==> config.mk <==
export PLATFORM = sky130hd
export DESIGN_NAME = mem_arbiter
export DESIGN_NICKNAME = d
export VERILOG_FILES = /design/src/rtl/mem_arbiter.sv
export SDC_FILE = /design/constraint.sdc
export NUM_CORES = 1
export LEC_CHECK = 0
export BUFFER_PORTS_ARGS = -buffer_cell sky130_fd_sc_hd__buf_2
export CORE_ASPECT_RATIO = 0.5
export CORE_MARGIN = 1
export CORE_UTILIZATION = 45
export DETAILED_ROUTE_END_ITERATION = 8
export PLACE_DENSITY_LB_ADDON = 0.12
export SETUP_SLACK_MARGIN = 0.15
export SYNTH_ARGS = -nofsm -noshare
export SYNTH_HDL_FRONTEND = slang
export SYNTH_SLANG_ARGS = --single-unit
==> constraint.sdc <==
create_clock -name clk -period 2.2 [get_ports clk]
set_clock_uncertainty 0.1 [all_clocks]
set_input_delay 0.11 -clock clk [delete_from_list [all_inputs] [get_ports clk]]
set_output_delay 0.11 -clock clk [all_outputs]
set_load 0.01 [all_outputs]
==> src/rtl/mem_arbiter.sv <==
// Two-port arbiter sharing one single-port memory between the IF and MEM stages.
// Contention alternates between ports, and a bounded wait on mem_ack aborts hung accesses.
module mem_arbiter #(
    parameter int                ADDR_W   = 32,
    parameter int                DATA_W   = 32,
    parameter int                TIMEOUT  = 16,
    parameter logic [DATA_W-1:0] ERR_DATA = DATA_W'(32'hDEADBEEF)
) (
    input  logic              clk,
    input  logic              rst,
    input  logic              if_req,
    input  logic [ADDR_W-1:0] if_addr,
    output logic [DATA_W-1:0] if_rdata,
    output logic              if_ready,
    input  logic              dm_req,
    input  logic              dm_we,
    input  logic [ADDR_W-1:0] dm_addr,
    input  logic [DATA_W-1:0] dm_wdata,
    output logic [DATA_W-1:0] dm_rdata,
    output logic              dm_ready,
    output logic              stall_if,
    output logic              stall_mem,
    output logic              mem_en,
    output logic              mem_we,
    output logic [ADDR_W-1:0] mem_addr,
    output logic [DATA_W-1:0] mem_wdata,
    input  logic [DATA_W-1:0] mem_rdata,
    input  logic              mem_ack,
    output logic              err
);

    localparam int CNT_W = $clog2(TIMEOUT);

    typedef enum logic [1:0] {IDLE, BUSY_IF, BUSY_DM} state_t;

    state_t           state, state_n;
    logic             last_dm;
    logic             we_q;
    logic [CNT_W-1:0] cnt;
    logic             eff_if, eff_dm;
    logic             grant_if, grant_dm;
    logic             done, abort;

    // A port whose ready pulse is live this cycle has already been served.
    assign eff_if    = if_req & ~if_ready;
    assign eff_dm    = dm_req & ~dm_ready;
    assign stall_if  = if_req & ~if_ready;
    assign stall_mem = dm_req & ~dm_ready;
    assign mem_en    = (state != IDLE);
    assign mem_we    = (state == BUSY_DM) & we_q;

    always_ff @(posedge clk) begin
        if (rst) state <= IDLE;
        else     state <= state_n;
    end

    always_comb begin
        state_n  = state;
        grant_if = 1'b0;
        grant_dm = 1'b0;
        done     = 1'b0;
        abort    = 1'b0;
        case (state)
            IDLE: begin
                if (eff_if && eff_dm) begin
                    grant_dm = ~last_dm;
                    grant_if = last_dm;
                end else begin
                    grant_dm = eff_dm;
                    grant_if = eff_if;
                end
                if (grant_dm)      state_n = BUSY_DM;
                else if (grant_if) state_n = BUSY_IF;
            end
            BUSY_IF, BUSY_DM: begin
                if (mem_ack) begin
                    done    = 1'b1;
                    state_n = IDLE;
                end else if (cnt == CNT_W'(TIMEOUT - 1)) begin
                    abort   = 1'b1;
                    state_n = IDLE;
                end
            end
            default: state_n = IDLE;
        endcase
    end

    always_ff @(posedge clk) begin
        if (rst) begin
            last_dm   <= 1'b0;
            we_q      <= 1'b0;
            cnt       <= '0;
            mem_addr  <= '0;
            mem_wdata <= '0;
            if_rdata  <= '0;
            dm_rdata  <= '0;
            if_ready  <= 1'b0;
            dm_ready  <= 1'b0;
            err       <= 1'b0;
        end else begin
            if_ready <= 1'b0;
            dm_ready <= 1'b0;
            err      <= 1'b0;
            if (grant_dm) begin
                last_dm   <= 1'b1;
                we_q      <= dm_we;
                mem_addr  <= dm_addr;
                mem_wdata <= dm_wdata;
                cnt       <= '0;
            end else if (grant_if) begin
                last_dm   <= 1'b0;
                we_q      <= 1'b0;
                mem_addr  <= if_addr;
                mem_wdata <= '0;
                cnt       <= '0;
            end else if (mem_en && !done && !abort) begin
                cnt <= cnt + CNT_W'(1);
            end
            if (done || abort) begin
                err <= abort;
                if (state == BUSY_IF) begin
                    if_ready <= 1'b1;
                    if_rdata <= done ? mem_rdata : ERR_DATA;
                end else begin
                    dm_ready <= 1'b1;
                    if (!we_q) dm_rdata <= done ? mem_rdata : ERR_DATA;
                end
            end
        end
    end

endmodule
==> key figures, run 1 <==
Synthesis
  – Mean Syn Cell Area: slightly above 10 sq um
  – Netlist Area Pre-Place: between 5000 and 6000 sq um
  – Post-synth cell types: 35
  – Top-area cell type share of the netlist area: between 50% and 60%
  – Mapped Cells: between 500 and 600
  – Synth Net Count: ~650
  – Synth top area cells: dfxtp_1, nor2_1, mux2i_1
  – Syn. warnings: 0
  – Seq cells post-synth: around 140
  – Sequential fraction of the synthesis area: between 50% and 60%
  – Leading area contributor after synthesis: dfxtp_1

Floorplan
  – Starting Density: a little under half
  – Core area: roughly 11000 sq um
  – IO Pins: about 270
  – Site row count: 27
  – DIE HEIGHT: 77.45 um
  – Die area: 11840 sq um
  – Die Span X: 152.9 um

Setup path
  – Startpoint of the worst-slack reg-to-reg timing path: cnt[0]
  – Crit Path Category: reg -> reg
  – CP max stage cell: dfxtp_1
  – CP Data Arrival Time: 2.14 ns
  – Largest stage delay, worst path: approximately 0.37 ns
  – CP bufs+invs: 1
  – Crit Path Max Fanout: 30
  – Worst setup startpoint: cnt[0]
  – Critical path depth: 6
  – CP required: 2.38 ns
  – Reg-to-reg critical path endpoint: dm_rdata[17]
  – Depth of the most critical reg-to-reg path: 6
  – Worst Setup End Kind: flop
  – Crit path to: dm_rdata[17]
  – CP cell instances: ha_1, a31o_2, buf_4, nand3_1, a22oi_1, nor2_1
  – R2r setup slk: roughly 0.24 ns
  – CP top delay family: compound AO/OA/AOI/OAI gates
  – CP startpoint kind: flop

Global route
  – Vias in the first global route: 5468
  – Gr usage total: about 29%
  – Met1 GRT Util: about 35%
  – Grt met2 use: roughly half
  – Largest net degree at the start of global routing: between 40 and 50
  – Gr busiest metal: met2
  – Antenna violations before repair: 0
  – First-pass GRT wire length: ~28 mm
  – GRT overflow: 0
  – Met3 Use GR: between 8 and 9%

Power and ir drop
  – Total internal power: 5401 uW
  – Sw frac: 27.83%
  – Worst IR Drop VDD: approximately 470 uV
  – Psw: 2083 uW
  – Comb power frac: approximately 21%
  – PD cells: around 880 nW/um^2
  – Leakage power: about 0.0041 uW
  – Register share of total power: approximately two fifths
  – Clock power frac: between 40% and 50%

Routing
  – Routed len/inst: 16.50 um
  – Residual DRC: 0
  – Via Count: approximately 5.5k
  – Drt first pass iters: 7
  – Iteration-0 DRC Markers: 327
  – Antenna Nets Post-Route: 0
  – Drt via density: 5.182
  – Total wire length: ~17 mm

Final layout
  – Final Non-Filler Cells: 1055
  – Fillers: just under 800
  – Nets: just over 1k
  – Share of layout cells above drive strength 1: 35.27%
  – Final core utilization: around three quarters
  – Area Overhead vs Synth: 65.45%
  – Ant. Diodes: 0

STA
  – Worst-Margin Slew: between 0.5 and 0.6 ns
  – Hold_ws: between 0.07 and 0.08 ns
  – Final setup fails: 0
  – Post-layout min period: ~2.0 ns
  – Final period utilization: 89.06%
  – Max Clk Rate: between 500 and 600 MHz
  – RSZ-0062 raised after global routing: yes
  – Final TNS setup: 0 ns
  – Max_slew headroom: 65.42%
  – Final worst slack: around 0.24 ns
  – Endpoints failing hold: 0
  – Max-slew violation count: 0

Placement
  – Hpwl dp: 9.651 mm
  – Port bufs: approximately 270
  – Dpl ws: 0.1896 ns
  – Routability congestion estimate: approximately 0.71
  – Placed Cells: 893

Clock network
  – Clock Pin Slew Worst Setup and Hold Paths: 0.06 ns
  – Clock latency on the worst-skew pair: 0.40 ns
  – H-tree levels: 4
  – CTS tree: yes
  – Total CTS buffers: 17
  – Clock Tree Buf Depth: 2
  – Clk root buf: clkbuf_16
  – Clk sink count: ~140

Hold path
  – Tightest Hold Check Type: in -> reg

Run
  – Max cap viols: 0

Status
  – Status: completed
kinds of logic after synthesis:
group | after synthesis | share of synthesized area [%]
buf+inv | 49 | 5.275
mux | 33 | 6.447
fa+ha+maj | 4 | 0.9768
simple gates | 164 | 14.36
flops | 139 | 54.31
xor+xnor | 3 | 0.5129
compound gates | 117 | 18.12
metal layers:
metal  part of all wire, %  vias up
li1                      -     2615
met1                    42     2574
met2                    49      239
met3                   6.8       39
met4                   2.5        0
met5                     0        -
area by class of cell:
type | instances | area, sq um | area share (%)
inverters | 6 | 22.52 | 0.2657
well taps | 145 | 181.4 | 2.140
repair buffers | 412 | 2780 | 32.80
multi-input cells | 321 | 2085 | 24.59
clock buffers | 19 | 432.9 | 5.107
clock inverters | 13 | 192.7 | 2.273
flip-flops and latches | 139 | 2783 | 32.83
flip-flops by register name, indices dropped and copies added (netlist names):
register	flops
if_rdata	32
state	2
mem_addr	32
dm_rdata	32
we_q	1
mem_wdata	32
err	1
last_dm	1
dm_ready	1
cnt	4
if_ready	1
worst min-delay path by stage:
stage	start	end	slack, ns	depth (start not counted)
4_1_cts	if_req	state[0]	0.07	5
6_report	if_req	state[0]	0.07	5
3_3_place_gp	dm_wdata[13]	mem_wdata[13]	0.22	2
2_1_floorplan	dm_wdata[0]	mem_wdata[0]	0.14	1
5_1_grt	if_req	state[0]	0.12	5
3_5_place_dp	dm_wdata[5]	mem_wdata[5]	0.22	2
stage by stage:
stage / cell area [sq um] / total power (uW)
after global routing: 8477 / 7805
after detailed placement: 6541 / 4251
after global placement: 6541 / 4229
after CTS: 8468 / 7466
final: 8477 / 7484
after floorplan: 5124 / 3731
worst register-to-register path: stages, from the launching register on:
cell     delay (ns)
dfxtp_1        0.37
ha_1           0.20
a31o_2         0.17
buf_4          0.32
nand3_1        0.34
a22oi_1        0.27
nor2_1         0.07
power groups by stage:
| stage | registers [uW] | clock network (uW) | logic (uW) |
|---|---|---|---|
| 2_1_floorplan | 3050 | 0 | 684 |
| 3_3_place_gp | 2930 | 0 | 1290 |
| 3_5_place_dp | 2940 | 0 | 1310 |
| 4_1_cts | 2890 | 3080 | 1500 |
| 5_1_grt | 2920 | 3230 | 1650 |
| 6_report | 2900 | 3050 | 1540 |
placed cells by master (no fill, tap or decap), types with 16 or more instances in the layout:
| cell | netlist | final |
|---|---|---|
| buf_2 | 12 | 268 |
| dfxtp_1 | 139 | 139 |
| dlygate4sd3_1 | 0 | 130 |
| nor2_1 | 93 | 93 |
| nor3_1 | 49 | 49 |
| mux2i_1 | 33 | 33 |
| a22o_1 | 33 | 33 |
| o2bb2ai_1 | 32 | 32 |
| a31oi_1 | 24 | 24 |
| clkbuf_16 | 0 | 17 |
| a22oi_1 | 16 | 16 |
synthesized netlist by cell type, drive strengths merged:
| cell | number |
|---|---|
| o2bb2ai | 32 |
| a21o | 2 |
| a21oi | 2 |
| and3 | 3 |
| nor2b | 2 |
| nor3b | 2 |
| nor2 | 95 |
| nand2b | 2 |
| ha | 4 |
| nand3 | 6 |
| nand2 | 3 |
| dfxtp | 139 |
| clkbuf | 20 |
| a32oi | 1 |
| mux2i | 33 |
| and2 | 2 |
| buf | 23 |
| o22ai | 1 |
| o211ai | 1 |
| nor3 | 49 |
| o32ai | 1 |
| xnor2 | 3 |
| inv | 6 |
| a211o | 1 |
| a31o | 1 |
| a22o | 33 |
| a31oi | 24 |
| a22oi | 16 |
| a211oi | 2 |
repair_timing:
action | CTS | global route
hold buffers | 130 | 0
resized for setup | 0 | 3
setup buffers | 0 | 0
hold endpoints to repair | 130 | 0
endpoints found under the setup margin | 0 | 69
Note: power is estimated with default switching activity, not from simulation.
==> inputs of run 2 (changes only) <==
--- a/config.mk
+++ b/config.mk
@@ -10,7 +10,7 @@
 export CORE_MARGIN = 1
 export CORE_UTILIZATION = 45
 export DETAILED_ROUTE_END_ITERATION = 8
-export PLACE_DENSITY_LB_ADDON = 0.12
+export PLACE_DENSITY = 0.78
 export SETUP_SLACK_MARGIN = 0.15
 export SYNTH_ARGS = -nofsm -noshare
 export SYNTH_HDL_FRONTEND = slang
==> run 2 against run 1 <==
Global-route usage shrank 0.69 points. Via count is 0.20% lower. First-iteration DRC count shrank 2.4%. Core utilization down 0.33 points. Sequential power is essentially flat. Flip-flop and latch count is the same. Clock power decreased by 5%. Wire length down 1.6%. Final cell count about the same. Hold slack gained 0.090 ns. Worst setup slack better by 0.00066 ns. Register-to-register slack hardly changed. Critical endpoint is now mem_addr[18]. Largest cell class unchanged. Highest routed layer unchanged.
==> key figures, run 2 (synthesized netlist as in run 1, its figures left out) <==
Final layout
  – Fillers: about 730
  – Share of layout cells above drive strength 1: 35.20%
  – Area Overhead vs Synth: 64.74%
  – Commonest cells after routing, fill and taps aside: buf_2, dfxtp_1, dlygate4sd3_1, nor2_1, nor3_1
  – Final instance area: around 8400 sq um
  – Ant. Diodes: 0
  – Multi-input gate area: around 2100 sq um
  – Nets: 1034
  – Reg area: around 2800 sq um
  – Commonest non-fill, non-tap cell in the layout: buf_2

Routing
  – Antenna Nets Post-Route: 0
  – Via Count: 5456
  – Drt first pass iters: 5
  – Iteration-0 DRC Markers: about 320
  – Routed len/inst: roughly 16 um
  – Total wire length: 17.12 mm
  – Residual DRC: 0
  – Drt via density: about 5.2

STA
  – RSZ-0062 raised after global routing: no
  – Final TNS setup: 0 ns
  – Post-layout min period: between 1.5 and 2 ns
  – Max_slew headroom: around two thirds
  – Worst-Margin Slew: 0.4909 ns
  – Max-slew violation count: 0
  – Final setup fails: 0
  – Final period utilization: slightly below 90%
  – Hold_ws: around 0.16 ns
  – Max Clk Rate: 510.6 MHz
  – Endpoints failing hold: 0

Clock network
  – H-tree levels: 4
  – Clk root buf: clkbuf_16
  – CTS tree: yes
  – Clock latency on the worst-skew pair: ~0.40 ns
  – Clock Pin Slew Worst Setup and Hold Paths: 0.06 ns
  – Total CTS buffers: 17
  – Clock Tree Buf Depth: 2
  – Clk sink count: ~140

Run
  – Max cap viols: 0

Floorplan
  – Site row count: 27
  – Core area: 11050 sq um
  – Die area: between 10000 and 15000 sq um
  – DIE HEIGHT: 77.45 um
  – Starting Density: between 40% and 50%
  – IO Pins: between 200 and 300
  – Die Span X: about 150 um

Setup path
  – Crit Path Category: reg -> reg
  – Startpoint of the worst-slack reg-to-reg timing path: state[1]
  – Worst Setup End Kind: flop
  – CP startpoint kind: flop
  – Depth of the most critical reg-to-reg path: 7
  – Worst setup startpoint: state[1]
  – Largest stage delay, worst path: approximately 0.33 ns
  – CP max stage cell: a211o_2
  – CP required: 2.38 ns
  – CP cell instances: inv_1, ha_2, inv_2, a211o_2, buf_6, mux2i_1, o2bb2ai_1
  – Crit Path Max Fanout: 33
  – CP Data Arrival Time: 2.14 ns

Status
  – Status: completed

Power and ir drop
  – Clock power frac: between 30% and 40%
  – Psw: just under 2000 uW
  – Total internal power: roughly 5300 uW
  – Comb power frac: between 20% and 30%
  – PD cells: 866.4 nW/um^2
  – Register share of total power: 39.7%
  – Worst IR Drop VDD: 506.0 uV
  – Sw frac: 27.21%
  – Leakage power: between 0.004 and 0.005 uW

Global route
  – Vias in the first global route: roughly 5.5k
  – Gr usage total: a little under 30%
  – GRT overflow: 0
  – First-pass GRT wire length: approximately 27 mm
  – Antenna violations before repair: 0
  – Largest net degree at the start of global routing: 47

Placement
  – Cell area after placement: 6521 sq um
  – Hpwl dp: between 9 and 10 mm
  – Routability congestion estimate: 0.7649
  – Port bufs: around 270

Hold path
  – Tightest Hold Check Type: in -> reg
  – Hold Crit Start: rst
  – Worst hold path depth: 3
==> run 2: final cells by class <==
| type | count | share of cell area [%] |
|---|---|---|
| clock inverters | 11 | 1.690 |
| multi-input cells | 321 | 24.81 |
| inverters | 6 | 0.2668 |
| repair buffers | 411 | 32.66 |
| well taps | 145 | 2.149 |
| clock buffers | 21 | 5.455 |
| flip-flops and latches | 139 | 32.97 |
==> run 2: final timing paths <==
path | end | slack [ns]
setup / recovery | mem_addr[18] | 0.24
hold / removal | last_dm | 0.16
setup reg to reg | mem_addr[18] | 0.24
hold reg to reg | mem_addr[12] | 0.36
==> run 2: through the flow <==
step | utilization [%] | setup WS, ns | cells | power [uW]
floorplan | - | 0.5340 | 509 | 3731
global placement | 59.03 | 0.2220 | 892 | 4204
detailed placement | 59.03 | 0.1174 | 892 | 4234
CTS | 76.31 | 0.2167 | 1054 | 7315
global route | 76.41 | 0.1614 | 1054 | 7640
finish | 76.41 | 0.2414 | 1054 | 7313
==> run 2: timing repair <==
item	CTS	global route
gates cloned	0	0
buffers inserted	0	0
resized for setup	1	2
hold buffers	130	0
endpoints found under the hold margin	130	0
setup endpoints to repair	7	67
==> run 2: power by group through the flow <==
stage	Sequential (uW)	Clock, uW	Combinational, uW
after detailed placement	2940	0	1300
after floorplan	3050	0	684
after CTS	2890	2940	1480
after global routing	2930	3090	1630
after global placement	2930	0	1270
final	2900	2890	1520
==> run 2: metal layers <==
| metal | wire [um] | track usage [%] |
|---|---|---|
| met5 | 0 | 0 |
| met4 | 482 | 12.73 |
| met3 | 863 | 6.872 |
| met2 | 8767 | 51.83 |
| met1 | 7010 | 32.89 |
==> run 2: worst max-delay path: cells and delay by family, from the launching register on <==
kind | cells | cell delay (ns)
adders and majority gates | 1 | 0.30
AOI/OAI and AO/OA | 2 | 0.42
muxes | 1 | 0.25
DFF | 1 | 0.32
buffers and inverters | 3 | 0.42
==> inputs of run 3 (changes only) <==
--- a/config.mk
+++ b/config.mk
@@ -5,13 +5,16 @@
 export SDC_FILE = /design/constraint.sdc
 export NUM_CORES = 1
 export LEC_CHECK = 0
+export ABC_AREA = 1
 export BUFFER_PORTS_ARGS = -buffer_cell sky130_fd_sc_hd__buf_2
 export CORE_ASPECT_RATIO = 0.5
 export CORE_MARGIN = 1
-export CORE_UTILIZATION = 45
+export CORE_UTILIZATION = 49
+export CTS_BUF_LIST = sky130_fd_sc_hd__clkbuf_4 sky130_fd_sc_hd__clkbuf_8
 export DETAILED_ROUTE_END_ITERATION = 8
-export PLACE_DENSITY = 0.78
+export PLACE_DENSITY = 0.81
 export SETUP_SLACK_MARGIN = 0.15
 export SYNTH_ARGS = -nofsm -noshare
 export SYNTH_HDL_FRONTEND = slang
 export SYNTH_SLANG_ARGS = --single-unit
+export TNS_END_PERCENT = 1
==> run 3 against run 2 <==
Fmax fell by 2.9%. Largest cell class unchanged. Synthesized cell count rose by 60%. Critical path type unchanged. Non-clock buffer count fell by 5. Design area rose by 6.7%. Hold slack got worse by 0.14 ns. Total power rose by 14%. Count of clock-buffer cells in the layout fell by 2. Clock power fell by 22%. Final cell count rose by 29%.
==> key figures, run 3 <==
Final layout
  – Final instance area: around 9000 sq um
  – Fillers: ~780
  – Share of layout cells above drive strength 1: roughly 29%
  – Nets: around 1.3k
  – Commonest non-fill, non-tap cell in the layout: buf_2
  – Commonest cells after routing, fill and taps aside: buf_2, nand2_1, dfxtp_1, inv_1, dlygate4sd3_1
  – Ant. Diodes: 0
  – Area Overhead vs Synth: 51.96%

Global route
  – Gr usage total: about a third
  – GRT overflow: 0
  – First-pass GRT wire length: ~31 mm
  – Largest net degree at the start of global routing: 65
  – Vias in the first global route: between 6k and 7k
  – Antenna violations before repair: 0

Floorplan
  – DIE HEIGHT: roughly 80 um
  – Starting Density: 52.07%
  – Site row count: 27
  – Die Span X: roughly 160 um
  – Die area: 12570 sq um
  – Core area: roughly 11000 sq um
  – IO Pins: approximately 270

Setup path
  – Crit Path Category: reg -> reg
  – Worst Setup End Kind: flop
  – Crit Path Max Fanout: 33
  – CP required: 2.44 ns
  – CP startpoint kind: flop
  – CP Data Arrival Time: between 2 and 2.5 ns

Synthesis
  – Top-area cell type share of the netlist area: between 40% and 50%
  – Xor and xnor area share after synthesis: less than 1%
  – Synth Net Count: roughly 950
  – Compound-Gate Fraction of Synth Area: between 10 and 15%
  – Adder-cell area share of the yosys netlist: 0.8442%
  – Syn. warnings: 0
  – Synth Flop Type: dfxtp_1
  – Mapped Cells: ~800
  – Seq cells post-synth: roughly 140
  – Most frequent cells after synthesis: nand2_1, dfxtp_1, inv_1
  – Async S/R FF share, synth: 0%
  – Main combinational cell family by area after synthesis: simple AND/OR/NAND/NOR gates
  – Number of synthesized flops with an enable pin: 0
  – Most common cell in the netlist: nand2_1
  – Mux cell area share after synthesis: 0%
  – Synth top area cells: dfxtp_1, nand2_1, inv_1
  – Post-synth cell types: 27
  – Simple-Gate Fraction of Synth Area: roughly 28%
  – Netlist Area Pre-Place: slightly below 6000 sq um
  – Mean Syn Cell Area: roughly 7.3 sq um
  – Leading area contributor after synthesis: dfxtp_1
  – Sequential fraction of the synthesis area: 46.94%

Placement
  – Cell area after placement: 7297 sq um
  – Hpwl dp: 11.14 mm
  – Port bufs: approximately 270
  – Routability congestion estimate: a little under 0.8

Routing
  – Routed len/inst: between 10 and 15 um
  – Via Count: 6833
  – Residual DRC: 0
  – Iteration-0 DRC Markers: between 500 and 600
  – Drt via density: about 5
  – Drt first pass iters: 6
  – Total wire length: about 20 mm
  – Antenna Nets Post-Route: 0

Clock network
  – Clock Tree Buf Depth: 2
  – CTS tree: yes
  – Clock Pin Slew Worst Setup and Hold Paths: roughly 0.090 ns
  – Post-CTS setup buffers: 0
  – H-tree levels: 4
  – Clk root buf: clkbuf_8
  – Total CTS buffers: 17
  – Clk sink count: 139
  – Clock latency on the worst-skew pair: between 0.4 and 0.5 ns

STA
  – Max-slew violation count: 0
  – Max_slew headroom: ~51%
  – Final TNS setup: 0 ns
  – Worst-Margin Slew: between 0.7 and 0.8 ns
  – Endpoints failing hold: 0
  – Max Clk Rate: approximately 500 MHz
  – Final setup fails: 0
  – Post-layout min period: between 2 and 2.5 ns
  – Final period utilization: roughly nine tenths
  – RSZ-0062 raised after global routing: yes

Hold path
  – Tightest Hold Check Type: in -> reg

Power and ir drop
  – Worst IR Drop VDD: roughly 440 uV
  – Leakage power: approximately 0.0047 uW
  – PD cells: just over 900 nW/um^2

Run
  – Max cap viols: 0

Status
  – Status: completed
==> run 3: changes by cell type in the layout (fill, tap and decap cells not counted), moves of 17 or more <==
cell / change
nand4_1: +20
a21oi_1: +54
a22o_1: -33
inv_1: +124
o2bb2ai_1: -32
clkbuf_16: -17
nand2_1: +252
nand3_1: +80
nor3_1: -48
a21oi_2: +17
mux2i_1: -33
nor2_1: -84
a31oi_1: -24
clkbuf_8: +17
==> run 3: final timing paths <==
| check | endpoint | slack, ns | start | cells past startpoint |
|---|---|---|---|---|
| max | if_rdata[27] | 0.18 | state[0] | 6 |
| min | if_rdata[5] | 0.03 | mem_rdata[5] | 4 |
| max reg2reg | if_rdata[27] | 0.18 | state[0] | 6 |
| min reg2reg | if_rdata[0] | 0.35 | if_rdata[0] | 2 |
==> run 3: worst max-delay path: stages, from the launching register on <==
cell     delay, ns
dfxtp_1       0.37
inv_1         0.08
ha_1          0.32
nand2_1       0.13
o21ai_4       0.34
nand2_4       0.31
a21oi_1       0.28
==> run 3: routing by layer <==
layer / track usage [%] / part of all wire [%]
met4: 19.13 / 4.1
met1: 35.65 / 39
met3: 7.546 / 7.1
met5: 0 / 0
met2: 55.75 / 50
==> run 3: cells by family after synthesis <==
| kind of cell | Yosys count |
|---|---|
| adders and majority gates | 4 |
| DFF | 139 |
| xor gates and xnor gates | 2 |
| buffers and inverters | 184 |
| and+or+nand+nor | 386 |
| AOI/OAI and AO/OA | 100 |
==> run 3: what timing repair did <==
action / 4_1_cts / 5_1_grt
setup endpoints to repair: 0 / 40
gates resized for setup: 0 / 3
hold buffers: 126 / 0
hold endpoints to repair: 119 / 0
==> run 3: where the power goes <==
group	switching, uW	total (uW)	internal (uW)
sequential	264	3260	3000
clock	1040	2260	1210
combinational	1790	2840	1050
total	3100	8360	5260
==> run 3: stage by stage <==
| stage | hold WS [ns] | utilization, % | setup slack (ns) | power, uW | std cells |
|---|---|---|---|---|---|
| finish | 0.02688 | 79.13 | 0.1828 | 8360 | 1362 |
| global route | 0.01748 | 79.13 | 0.08613 | 8831 | 1362 |
| CTS | 0.005376 | 79.03 | 0.1675 | 8273 | 1362 |
| detailed placement | 0.2306 | 64.10 | 0.2085 | 5835 | 1204 |
| global placement | 0.2237 | 64.10 | 0.2874 | 5767 | 1204 |
| floorplan | 0.1413 | - | 0.5013 | 4950 | 815 |
==> run 3: area by class of cell <==
| cell class | count | area, sq um | area share, % |
|---|---|---|---|
| timing repair buffer | 406 | 2718 | 30.17 |
| inverter | 134 | 505.5 | 5.611 |
| clock inverter | 13 | 177.7 | 1.972 |
| sequential | 139 | 2783 | 30.89 |
| multi-input combinational | 492 | 2365 | 26.25 |
| tap | 159 | 198.9 | 2.208 |
| clock buffer | 19 | 261.5 | 2.903 |
